### src/rtl/keypad_pkg.sv
// Shared types, key map and column-index helper for the 4x4 keypad scanner.
package keypad_pkg;

   localparam int unsigned NUM_LINES = 4;

   typedef enum logic [1:0] {
      SCAN,
      PRESS_DEB,
      HELD,
      REL_DEB
   } kp_state_t;

   // Rows 0..3 top to bottom, columns 0..3 left to right.
   localparam logic [3:0] KEYMAP [NUM_LINES][NUM_LINES] = '{
      '{4'h1, 4'h2, 4'h3, 4'hA},
      '{4'h4, 4'h5, 4'h6, 4'hB},
      '{4'h7, 4'h8, 4'h9, 4'hC},
      '{4'hE, 4'h0, 4'hF, 4'hD}
   };

   // Lowest-index low bit wins when several lines are low at once.
   function automatic logic [1:0] onehot_low_to_idx(input logic [3:0] v);
      logic [1:0] idx;
      idx = 2'd0;
      for (int i = 3; i >= 0; i--) begin
         if (!v[i]) idx = 2'(i);
      end
      return idx;
   endfunction

endpackage

### src/rtl/row_scanner.sv
// Row dwell counter and active-low one-hot row rotation for the keypad matrix.
module row_scanner
   import keypad_pkg::*;
#(
   parameter int unsigned SCAN_DIV = 1000
) (
   input  logic       int_osc,
   input  logic       reset,
   input  logic       advance_en,
   input  logic       freeze,
   output logic [3:0] row,
   output logic [1:0] row_idx,
   output logic       sample_tick
);

   localparam int unsigned DW_W = (SCAN_DIV > 1) ? $clog2(SCAN_DIV) : 1;
   localparam logic [DW_W-1:0] DW_LAST = DW_W'(SCAN_DIV - 1);

   logic [DW_W-1:0] dwell_q, dwell_d;
   logic [1:0]      idx_q, idx_d;
   logic [3:0]      row_q, row_d;

   assign sample_tick = (dwell_q == DW_LAST);

   // Forced advance beats freeze; a frozen row parks the dwell counter at 0.
   always_comb begin
      dwell_d = dwell_q;
      idx_d   = idx_q;
      if (advance_en) begin
         idx_d   = idx_q + 2'd1;
         dwell_d = '0;
      end else if (freeze) begin
         dwell_d = '0;
      end else if (sample_tick) begin
         idx_d   = idx_q + 2'd1;
         dwell_d = '0;
      end else begin
         dwell_d = dwell_q + DW_W'(1);
      end
      row_d = ~(4'b0001 << idx_d);
   end

   always_ff @(posedge int_osc) begin
      if (reset) begin
         dwell_q <= '0;
         idx_q   <= 2'd0;
         row_q   <= 4'b1110;
      end else begin
         dwell_q <= dwell_d;
         idx_q   <= idx_d;
         row_q   <= row_d;
      end
   end

   assign row     = row_q;
   assign row_idx = idx_q;

endmodule

### src/rtl/keypad_scan_capture.sv
// 4x4 keypad scanner: press/release debounce FSM, one event per press, two-digit history.
module keypad_scan_capture
   import keypad_pkg::*;
#(
   parameter int unsigned SCAN_DIV        = 1000,
   parameter int unsigned DEBOUNCE_CYCLES = 50000
) (
   input  logic       int_osc,
   input  logic       reset,
   input  logic [3:0] col,
   output logic [3:0] row,
   output logic       key_valid,
   output logic [3:0] key_code,
   output logic       key_held,
   output logic [3:0] digit_new,
   output logic [3:0] digit_old
);

   localparam int unsigned DB_W = (DEBOUNCE_CYCLES > 1) ? $clog2(DEBOUNCE_CYCLES) : 1;
   localparam logic [DB_W-1:0] DB_LAST = DB_W'(DEBOUNCE_CYCLES - 1);

   kp_state_t       state_q, state_d;
   logic [DB_W-1:0] dbcnt_q, dbcnt_d;
   logic [1:0]      col_idx_q, col_idx_d;
   logic [1:0]      row_idx;
   logic            sample_tick;
   logic            freeze_c, advance_c, accept_c;
   logic            key_low_c, col_hit_c;

   logic            key_valid_q, key_held_q;
   logic [3:0]      key_code_q, digit_new_q, digit_old_q;

   assign key_low_c = !col[col_idx_q];
   assign col_hit_c = sample_tick && (col != 4'hF);

   row_scanner #(
      .SCAN_DIV (SCAN_DIV)
   ) u_row_scanner (
      .int_osc     (int_osc),
      .reset       (reset),
      .advance_en  (advance_c),
      .freeze      (freeze_c),
      .row         (row),
      .row_idx     (row_idx),
      .sample_tick (sample_tick)
   );

   always_ff @(posedge int_osc) begin
      if (reset) state_q <= SCAN;
      else       state_q <= state_d;
   end

   always_comb begin
      state_d = state_q;
      case (state_q)
         SCAN:      if (col_hit_c) state_d = PRESS_DEB;
         PRESS_DEB: begin
            if (!key_low_c)             state_d = SCAN;
            else if (dbcnt_q == DB_LAST) state_d = HELD;
         end
         HELD:      if (!key_low_c) state_d = REL_DEB;
         REL_DEB: begin
            if (key_low_c)               state_d = HELD;
            else if (dbcnt_q == DB_LAST) state_d = SCAN;
         end
         default:   state_d = SCAN;
      endcase
   end

   // Row control, debounce count and capture strobes; row stays frozen outside SCAN.
   always_comb begin
      freeze_c  = (state_q != SCAN);
      advance_c = 1'b0;
      accept_c  = 1'b0;
      dbcnt_d   = dbcnt_q;
      col_idx_d = col_idx_q;
      case (state_q)
         SCAN: begin
            dbcnt_d = '0;
            if (col_hit_c) begin
               freeze_c  = 1'b1;
               col_idx_d = onehot_low_to_idx(col);
            end
         end
         PRESS_DEB: begin
            if (!key_low_c) begin
               advance_c = 1'b1;
               dbcnt_d   = '0;
            end else if (dbcnt_q == DB_LAST) begin
               accept_c = 1'b1;
               dbcnt_d  = '0;
            end else begin
               dbcnt_d = dbcnt_q + DB_W'(1);
            end
         end
         HELD: dbcnt_d = '0;
         REL_DEB: begin
            if (key_low_c) begin
               dbcnt_d = '0;
            end else if (dbcnt_q == DB_LAST) begin
               advance_c = 1'b1;
               dbcnt_d   = '0;
            end else begin
               dbcnt_d = dbcnt_q + DB_W'(1);
            end
         end
         default: dbcnt_d = '0;
      endcase
   end

   always_ff @(posedge int_osc) begin
      if (reset) begin
         dbcnt_q     <= '0;
         col_idx_q   <= 2'd0;
         key_valid_q <= 1'b0;
         key_held_q  <= 1'b0;
         key_code_q  <= 4'h0;
         digit_new_q <= 4'h0;
         digit_old_q <= 4'h0;
      end else begin
         dbcnt_q     <= dbcnt_d;
         col_idx_q   <= col_idx_d;
         key_valid_q <= accept_c;
         key_held_q  <= (state_d == HELD) || (state_d == REL_DEB);
         if (accept_c) begin
            key_code_q  <= KEYMAP[row_idx][col_idx_q];
            digit_new_q <= KEYMAP[row_idx][col_idx_q];
            digit_old_q <= digit_new_q;
         end
      end
   end

   assign key_valid = key_valid_q;
   assign key_held  = key_held_q;
   assign key_code  = key_code_q;
   assign digit_new = digit_new_q;
   assign digit_old = digit_old_q;

endmodule
### config.mk
export PLATFORM = sky130hd
export DESIGN_NAME = keypad_scan_capture
export DESIGN_NICKNAME = d
export VERILOG_FILES = /design/src/rtl/keypad_pkg.sv /design/src/rtl/row_scanner.sv /design/src/rtl/keypad_scan_capture.sv
export SDC_FILE = /design/constraint.sdc
export NUM_CORES = 1
export LEC_CHECK = 0
export CAP_MARGIN = 20
export CORE_MARGIN = 2
export CORE_UTILIZATION = 40
export DETAILED_ROUTE_END_ITERATION = 8
export GPL_TIMING_DRIVEN = 0
export REMOVE_ABC_BUFFERS = 1
export SYNTH_ARGS = -nofsm -noshare
export SYNTH_HDL_FRONTEND = slang
export SYNTH_SLANG_ARGS = --single-unit
export TNS_END_PERCENT = 100
### constraint.sdc
create_clock -name int_osc -period 3.1 [get_ports int_osc]
set_input_delay 0.775 -clock int_osc [delete_from_list [all_inputs] [get_ports int_osc]]
set_output_delay 0.775 -clock int_osc [all_outputs]
set_load 0.02 [all_outputs]
======== After elaboration in Yosys (flattened, before gate mapping) ========
Cells that the tools add are included.
word-level totals
  input port bits ......................... 6
  logic and storage cells ................. 69
  output and inout bits ................... 18
  bits in registers ....................... 46
cells by class
  bitwise gates (word level) .............. 3
  eq/ne operators ......................... 8
  mux-type cells .......................... 34
  add/subtract/negate cells ............... 3
  shifts and indexed selects .............. 1
  reduce and logical (&&, ||, !) cells .... 7
  order comparisons ....................... 3
operator list
  cell                                                         number
  2-to-1 mux 16 bit                                            5
  one-hot mux 16 bit (3 select lines)                          1
  binary-select mux 16 bit (select 2 bit)                      1
  2-to-1 mux 2 bit                                             13
  adder 16 x 1 -> 16 bit (second input constant)               1
  equality test 16 bit (second input constant)                 1
  adder 10 x 1 -> 10 bit (second input constant)               1
  equality test 10 bit (second input constant)                 1
  binary-select mux 4 bit (select 2 bit)                       1
  equality test 2 bit (second input constant)                  4
  2-to-1 mux 1 bit                                             8
  2-to-1 mux 4 bit                                             2
  one-hot mux 2 bit (4 select lines)                           1
  >= comparator 3 bit (second input constant)                  2
  inverter 2 -> 3 bit                                          2
  inequality test 4 bit (second input constant)                1
  inverter 4 bit                                               1
  OR reduction 4 bit                                           1
  << shifter 1 x 2 -> 4 bit (first input constant)             1
  less-than comparator 2 x 3 -> 1 bit (second input constant)  1
  adder 2 x 1 -> 2 bit (second input constant)                 1
  binary-select mux 1 bit (select 2 bit)                       1
  equality test 2 x 1 -> 1 bit (second input constant)         1
  logical NOT 2 bit                                            1
  6 further kinds                                              6

======== Longest topological paths before layout ========
Gate-level depths: netlist of the first run.
  depth in word-level cells ............... 8
  gate-level depth with buffers ........... 7
  depth with buffers taken out ............ 6

======== By module ========
A second synthesis of the first run with hierarchy kept.
unflattened totals
  cells, all modules ...................... 250
  area, all modules ....................... 2,278.4 sq um
modules (own cells, without submodules)
  module               instances  sequential area each (sq um)  area an instance (sq um)  cells each
  keypad_scan_capture  1          600.6                         1,508.9                   174
  row_scanner          1          320.3                         769.5                     76

======== Worst setup path after synthesis of the first run ========
OpenSTA, ideal clock, no wires.
  path type ............................... register -> register
  start ................................... register dbcnt_q[5]
  end ..................................... register digit_new_q[3] (netlist: digit_new[3])
  data arrival time ....................... 2.418 ns
  path buffers ............................ 2
  data required time ...................... 2.979 ns
  setup time .............................. 0.121 ns
  slack ................................... 0.561 ns
  stages on the path, launching flop included .. 7
  clock period less this slack ............ 2.539 ns
  cells stage by stage .................... dfxtp_1 > or4b_1 > or4_1 > clkbuf_2 > or4_4 > buf_6 > mux2_4
on the way
  cells in the longest elaborated chain, start to end .. 4
ends and longest elaborated chain
  what                      line                        RTL
  start: declaration        keypad_scan_capture.sv:23   logic [DB_W-1:0] dbcnt_q, dbcnt_d;
  start signal: assignment  keypad_scan_capture.sv:121  dbcnt_q <= dbcnt_d;
  equality test 16 bit      keypad_scan_capture.sv:89   end else if (dbcnt_q == DB_LAST) begin
  2-to-1 mux 1 bit          keypad_scan_capture.sv:89
  2-to-1 mux 1 bit          keypad_scan_capture.sv:86   if (!key_low_c) begin
  2-to-1 mux 1 bit          keypad_scan_capture.sv:77   case (state_q)
  end signal: assignment    keypad_scan_capture.sv:127  digit_new_q <= KEYMAP[row_idx][col_idx_q];
  end: declaration          keypad_scan_capture.sv:31   logic [3:0] key_code_q, digit_new_q, digit_old_q;
Every way passes these cells.
A chain may end at the register's enable or synchronous reset.

==> metrics, run 1 <==
routed vias=1,741; post-CTS sizing=0; CTS Buf Count=5; #FFs+latches synth=46; antenna-violating nets left=0; first-pass GRT wire length=6960 um; Sw Share=0.214; clk slew on worst S/H paths=0.08 ns; die height=79.3 um; Internal=787 uW; area leader, netlist=dfxtp_1; mapped cell area=between 2000 and 2500 um^2; status=finished, final reports clean; GRT Total Usage=0.139; Final Setup Violations=0; PwrDens=385 nW/um^2; first drt pass iteration count=4; FF-to-FF path depth=4; H-tree Lvls=2; # nets final=approximately 280; Hold Path Depth=2; Worst Max-Slew Pin Slew=0.720 ns; routability congestion estimate=0.745; worst-case clock skew=0.00260 ns; clk_lat worst skew=0.29 ns; die width=between 70 and 80 um; CP bufs+invs=2; CP Class=input pin to register; min cycle time layout=2.70 ns; CTS tree=yes; clock sink total=46; Synth top area share=0.406; 1st-iter DRT viols=68; worst reg2reg path endpoint=digit_new[3]$_SDFFE_PP0P_; IO Pins=24; DR vias/cell=5.08; combinational power share=0.033; switching pwr=214 uW; unique cell type count in the Yosys netlist=43; leakage power=0.888 nW; Crit path depth=4; Starting Density=0.414; hold path start=digit_old[2]$_SDFFE_PP0P_; CP Capture Type=register; CTS Root Cell=clkbuf_8; Hold Fails Final Rpt=0; asr flop ratio synth=0; fin. max-slew vios=0; Seq pwr share=0.596; postcts setup bufs=0; grt ovf=0; Post-synth EDFFs=0; share of cells above drive strength 1=0.0554; area delta synth->final=14.8%; crit path DAT=2.91 ns; Worst path slowest cell=clkdlybuf4s50_1; MaxCap Viol Count=0; site row count=27; initial antenna violation count=0; drt drc=0; power share of the clock group=0.371; FMAX=371 MHz; hpwl dp=2870 um; Gate Count Post-Synth=254; crit path max fanout=16; Crit path largest cell delay=0.70 ns; Seq/Total Area, Yosys=0.406; largest net degree at the start of global routing=17; YS warnings=0; die area=6280 um^2; Main synth FF type=dfxtp_1; Port Buffer Count=23; reg-to-reg startpoint=dbcnt_q[5]$_SDFF_PP0_; HP Class=register to register; worst-path cell chain=clkdlybuf4s50_1, inv_1, nand4_1, a21oi_1; slew margin rel.=0.513; syn avg cell area=8.92 um^2; Synth area leaders=dfxtp_1, nor2_1, xor2_1; final worst path period share=0.870; Longest Clk Path Bufs=2; setup TNS=0 ns; Hold Path End=digit_old[2]$_SDFFE_PP0P_; Placed Cells=335; Antenna Cells=0; drt total wl=4050 um; CTS Hold Bufs=0; Avg WL per Cell=11.8 um; worst vdd ir=0.169 mV; vias in the first global route=~1,600; R2R setup slack=0.42 ns; Setup crit start kind=input pin; CP top delay family=buffers and inverters; placeable core area=5470 um^2; Cell Count, Final, Fillers Out=between 300 and 400; RSZ-0062 raised after global routing=false; CP required=3.31 ns
==> layout by cell type, fill, tap and decap left out, types with 2 or more instances in the layout <==
cell type        count
a2111oi_0            2
a211oi_1             3
a21oi_1              6
a32oi_1              2
and2_1               2
and4_1               3
clkbuf_8             6
clkdlybuf4s50_1     23
dfxtp_1             46
ha_1                 8
inv_1               12
mux2_2               2
mux2_4               2
mux2i_1             10
nand2_1             22
nand3_1             15
nand4_1             10
nor2_1              34
nor2b_1              4
nor3_1               7
nor4_1               2
o211ai_1             2
o21ai_0              3
o311a_1              3
or4_1                3
or4b_1               2
xnor2_1             11
xor2_1              12
==> cell usage after synthesis, drive strengths merged (3+ instances only) <==
library cell	count
a211oi	3
a21oi	6
and4	4
buf	6
clkbuf	8
dfxtp	46
ha	8
inv	12
mux2	4
mux2i	10
nand2	22
nand3	15
nand4	10
nor2	34
nor2b	4
nor3	7
o21ai	3
o311a	3
or4	4
xnor2	11
xor2	12
==> layout make-up <==
type	instances	area, um^2
fillers	553	2870
multi-input cells	182	1220
flip-flops and latches	46	921
repair buffers	23	230
well taps	72	90.1
clock buffers	7	86.3
inverters	12	45.0
clock inverters	1	5.00
==> how the worst max path moves through the flow <==
stage | from | to | slack (ns)
final | reset | dbcnt_q[15]$_SDFF_PP0_ | 0.40
after global routing | reset | dbcnt_q[11]$_SDFF_PP0_ | 0.21
after global placement | reset | dbcnt_q[15]$_SDFF_PP0_ | 0.07
after floorplan | dbcnt_q[5]$_SDFF_PP0_ | digit_new[3]$_SDFFE_PP0P_ | 0.59
after CTS | reset | dbcnt_q[15]$_SDFF_PP0_ | 0.35
after detailed placement | reset | dbcnt_q[15]$_SDFF_PP0_ | 0.03
==> worst register-to-register path: stages (launching register included) <==
cell and delay [ns]:
dfxtp_1 0.36, or4b_1 0.57, or4_1 0.67, or4_4 0.65
mux2_4 0.33
==> per-stage QoR <==
step | total power [mW] | hold WS (ns) | cell area (um^2) | utilization | worst slack [ns]
after floorplan | 0.627 | 0.426 | 2190 | - | 0.592
after global placement | 0.643 | 0.442 | 2510 | 0.459 | 0.0653
after detailed placement | 0.644 | 0.454 | 2510 | 0.459 | 0.0290
after CTS | 1.02 | 0.465 | 2600 | 0.475 | 0.349
after global routing | 1.04 | 0.491 | 2600 | 0.475 | 0.207
final | 1.00 | 0.460 | 2600 | 0.475 | 0.402
==> power groups by stage <==
stage	Combinational [mW]	Clock (mW)	Sequential, mW
2_1_floorplan	0.0171	0	0.610
3_3_place_gp	0.0321	0	0.611
3_5_place_dp	0.0330	0	0.611
4_1_cts	0.0331	0.387	0.597
5_1_grt	0.0364	0.408	0.597
6_report	0.0327	0.371	0.597
==> per-layer routing <==
| layer | track usage | vias up | wire, um |
|---|---|---|---|
| met3 | 0.0318 | 7 | 162 |
| li1 | - | 916 | - |
| met1 | 0.183 | 787 | 2110 |
| met2 | 0.224 | 31 | 1740 |
| met5 | 0 | - | 0 |
| met4 | 0.0517 | 0 | 49 |
==> kinds of logic after synthesis <==
kind of cell | share of synthesized area
AND/OR/NAND/NOR | 0.246
flip-flops | 0.406
AO/OA/AOI/OAI | 0.0839
buffers and inverters | 0.0536
XOR/XNOR | 0.0889
multiplexers | 0.0773
adder cells (fa/ha/maj) | 0.0442
==> state kept, by name (all words and copies together), names as in the netlist <==
signal and count:
col_idx_q 2, key_valid 1, digit_old 4, u_row_scanner.dwell_q 10, digit_new 4, dbcnt_q 16
state_q 2, key_held 1, u_row_scanner.row 4, u_row_scanner.row_idx 2
No activity file was read; power rests on OpenSTA's default activity.
==> run 2: changes to the inputs <==
==> constraint.sdc (replaced) <==
create_clock -name int_osc -period 3.1 [get_ports int_osc]
set_input_delay 0.62 -clock int_osc [delete_from_list [all_inputs] [get_ports int_osc]]
set_output_delay 0.62 -clock int_osc [all_outputs]
set_load 0.02 [all_outputs]
==> results of run 2 <==
The final DEF is identical to that of run 1. Status: finished, final reports clean.
Main changes from that run: setup slack after placement 0.0290 ns -> 0.184 ns; setup slack after layout 0.402 ns -> 0.423 ns; start point of the critical path reset -> dbcnt_q[5]$_SDFF_PP0_; end point of the critical path dbcnt_q[15]$_SDFF_PP0_ -> digit_new[3]$_SDFFE_PP0P_
==> run 3: changes to the inputs <==
--- a/config.mk
+++ b/config.mk
@@ -5,12 +5,12 @@
 export SDC_FILE = /design/constraint.sdc
 export NUM_CORES = 1
 export LEC_CHECK = 0
+export ABC_CLOCK_PERIOD_IN_PS = 3100
 export CAP_MARGIN = 20
 export CORE_MARGIN = 2
 export CORE_UTILIZATION = 40
 export DETAILED_ROUTE_END_ITERATION = 8
 export GPL_TIMING_DRIVEN = 0
-export REMOVE_ABC_BUFFERS = 1
 export SYNTH_ARGS = -nofsm -noshare
 export SYNTH_HDL_FRONTEND = slang
 export SYNTH_SLANG_ARGS = --single-unit
==> constraint.sdc (replaced) <==
create_clock -name int_osc -period 3.1 [get_ports int_osc]
set_input_delay 0.62 -clock int_osc [delete_from_list [all_inputs] [get_ports int_osc]]
set_output_delay 0.62 -clock int_osc [all_outputs]
set_load 0.01 [all_outputs]
==> metrics, run 3 (synthesized netlist as in run 1, its figures left out) <==
area delta synth->final=19.1% (was 14.8%); Seq pwr share=0.551 (was 0.596); CTS tree=yes (unchanged); CP Capture Type=register (unchanged); Port Buffer Count=23 (unchanged); Avg WL per Cell=11.9 um (was 11.8 um); grt met1 use=0.199 (was 0.183); # fillers=547 (was 553); die area=6280 um^2 (unchanged); fin. max-slew vios=0 (unchanged); CTS Buf Count=5 (unchanged); pre-CTS setup slack=0.382 ns (was 0.184 ns); Hold Fails Final Rpt=0 (unchanged); leakage power=0.940 nW (was 0.888 nW); Worst path slowest cell=or4b_1 (was or4_1); CP required=3.30 ns (was 3.29 ns); area taken by multi-input logic gates=1220 um^2 (unchanged); grt peak-use layer=met2 (unchanged); worst vdd ir=0.234 mV (was 0.169 mV); slew margin rel.=0.542 (was 0.513); 1st-iter DRT viols=88 (was 68); Longest Clk Path Bufs=2 (unchanged); routability congestion estimate=0.809 (was 0.745); die height=79.3 um (unchanged); Starting Density=0.414 (unchanged); DR vias/cell=5.09 (was 5.08); HP Class=register to register (unchanged); antenna-violating nets left=0 (unchanged); clock sink total=46 (unchanged); site row count=27 (unchanged); IO Pins=24 (unchanged); placeable core area=5470 um^2 (unchanged); CTS Root Cell=clkbuf_8 (unchanged); commonest non-fill, non-tap cells in the layout=dfxtp_1, nor2_1, clkdlybuf4s50_1 (unchanged); die width=79.3 um (unchanged); H-tree Lvls=2 (unchanged); power share of the clock group=0.418 (was 0.371); hpwl dp=3110 um (was 2870 um); Critical Path Source=dbcnt_q[5]$_SDFF_PP0_ (unchanged); status=finished, final reports clean (unchanged); Final Power=1.08 mW (was 1.00 mW); drt drc=0 (unchanged); Placed Cells=349 (was 335); CTS Hold Bufs=0 (unchanged); first-pass GRT wire length=7620 um (was 6960 um); CP endpoint=digit_old[3]$_SDFFE_PP0P_ (was digit_new[3]$_SDFFE_PP0P_); worst reg2reg path endpoint=digit_old[3]$_SDFFE_PP0P_ (was digit_new[3]$_SDFFE_PP0P_); combinational power share=0.031 (was 0.033); # nets final=298 (was 284); grt ovf=0 (unchanged); Antenna Cells=0 (unchanged); GRT Total Usage=0.151 (was 0.139); Largest register FFs=16 (unchanged); Most flops, register=dbcnt_q (unchanged); Sw Share=0.216 (was 0.214); MaxCap Viol Count=0 (unchanged); switching pwr=234 uW (was 214 uW); met2 GRT Util=0.242 (was 0.224); RSZ-0062 raised after global routing=false (unchanged); Reg area=921 um^2 (unchanged); Post-DP Area=2590 um^2 (was 2510 um^2); finished layout cell area=2700 um^2 (was 2600 um^2); hold path start=digit_old[0]$_SDFFE_PP0P_ (was digit_old[2]$_SDFFE_PP0P_); CP Class=register to register (unchanged); Top Registers=dbcnt_q (16), u_row_scanner.dwell_q (10) (unchanged); commonest non-fill, non-tap cell in the layout=dfxtp_1 (unchanged); Syn Nets=268; FMAX=378 MHz (was 374 MHz); crit path max fanout=9 (unchanged); Final Setup Violations=0 (unchanged); Internal=849 uW (was 787 uW); drt total wl=4240 um (was 4050 um); CP bufs+invs=2 (was 0); crit path DAT=2.84 ns (was 2.87 ns); Worst Max-Slew Pin Slew=0.678 ns (was 0.720 ns); worst-case clock skew=0.00659 ns (was 0.00260 ns); post-CTS sizing=0 (unchanged); GR Util met3=0.0318 (unchanged); final worst path period share=0.852 (was 0.864); CP top delay family=simple AND/OR/NAND/NOR gates (unchanged); PwrDens=402 nW/um^2 (was 385 nW/um^2); R2R setup slack=0.46 ns (was 0.42 ns); Worst Setup Slack, final=0.458 ns (was 0.423 ns); worst-path cell chain=or4b_1, or4_1, clkbuf_2, or4_4, buf_6, mux2_4 (was or4b_1, or4_1, or4_4, mux2_4); reg-to-reg startpoint=dbcnt_q[5]$_SDFF_PP0_ (unchanged); setup TNS=0 ns (unchanged); postcts setup bufs=0 (unchanged); Cell Count, Final, Fillers Out=357 (was 343); vias in the first global route=1,671 (was 1,581); largest net degree at the start of global routing=16 (was 17); clk slew on worst S/H paths=0.09 ns (was 0.08 ns); min cycle time layout=2.64 ns (was 2.68 ns); Crit path depth=6 (was 4); clk_lat worst skew=0.30 ns (was 0.29 ns); Setup crit start kind=register (unchanged); Crit path largest cell delay=0.54 ns (was 0.67 ns); routed vias=1,817 (was 1,741); share of cells above drive strength 1=0.0772 (was 0.0554); first drt pass iteration count=4 (unchanged); initial antenna violation count=0 (unchanged); FF-to-FF path depth=6 (was 4)
## run 3: power groups by stage
stage | Sequential (mW) | Combinational, mW | Clock [mW]
floorplan | 0.610 | 0.0194 | 0
global placement | 0.611 | 0.0335 | 0
detailed placement | 0.611 | 0.0337 | 0
CTS | 0.597 | 0.0339 | 0.471
global route | 0.598 | 0.0390 | 0.499
finish | 0.597 | 0.0336 | 0.453
## run 3: how the worst min path moves through the flow
stage | to | cells past startpoint
2_1_floorplan | dbcnt_q[0]$_SDFF_PP0_ | 1
3_3_place_gp | dbcnt_q[0]$_SDFF_PP0_ | 1
3_5_place_dp | digit_old[0]$_SDFFE_PP0P_ | 2
4_1_cts | digit_old[0]$_SDFFE_PP0P_ | 2
5_1_grt | digit_old[0]$_SDFFE_PP0P_ | 2
6_report | digit_old[0]$_SDFFE_PP0P_ | 2
## run 3: layout make-up
class / instances / share of cell area
multi-input cells: 182 / 0.453
repair buffers: 23 / 0.0853
plain buffers: 14 / 0.0283
inverters: 12 / 0.0167
well taps: 72 / 0.0334
flip-flops and latches: 46 / 0.341
clock buffers: 5 / 0.0255
clock inverters: 3 / 0.0162
## run 3: worst reg2reg max path, stage by stage, from the launching register on
cell,delay [ns]
dfxtp_1,0.35
or4b_1,0.54
or4_1,0.52
clkbuf_2,0.18
or4_4,0.49
buf_6,0.16
mux2_4,0.29
## run 3: stage by stage
| stage | utilization | hold WS [ns] |
|---|---|---|
| 2_1_floorplan | - | 0.426 |
| 3_3_place_gp | 0.473 | 0.441 |
| 3_5_place_dp | 0.473 | 0.452 |
| 4_1_cts | 0.493 | 0.466 |
| 5_1_grt | 0.493 | 0.487 |
| 6_report | 0.493 | 0.461 |
## run 3: metal layers
layer,part of all wire,up-vias
li1,-,948
met1,0.49,834
met2,0.45,27
met3,0.028,8
met4,0.022,0
met5,0,-
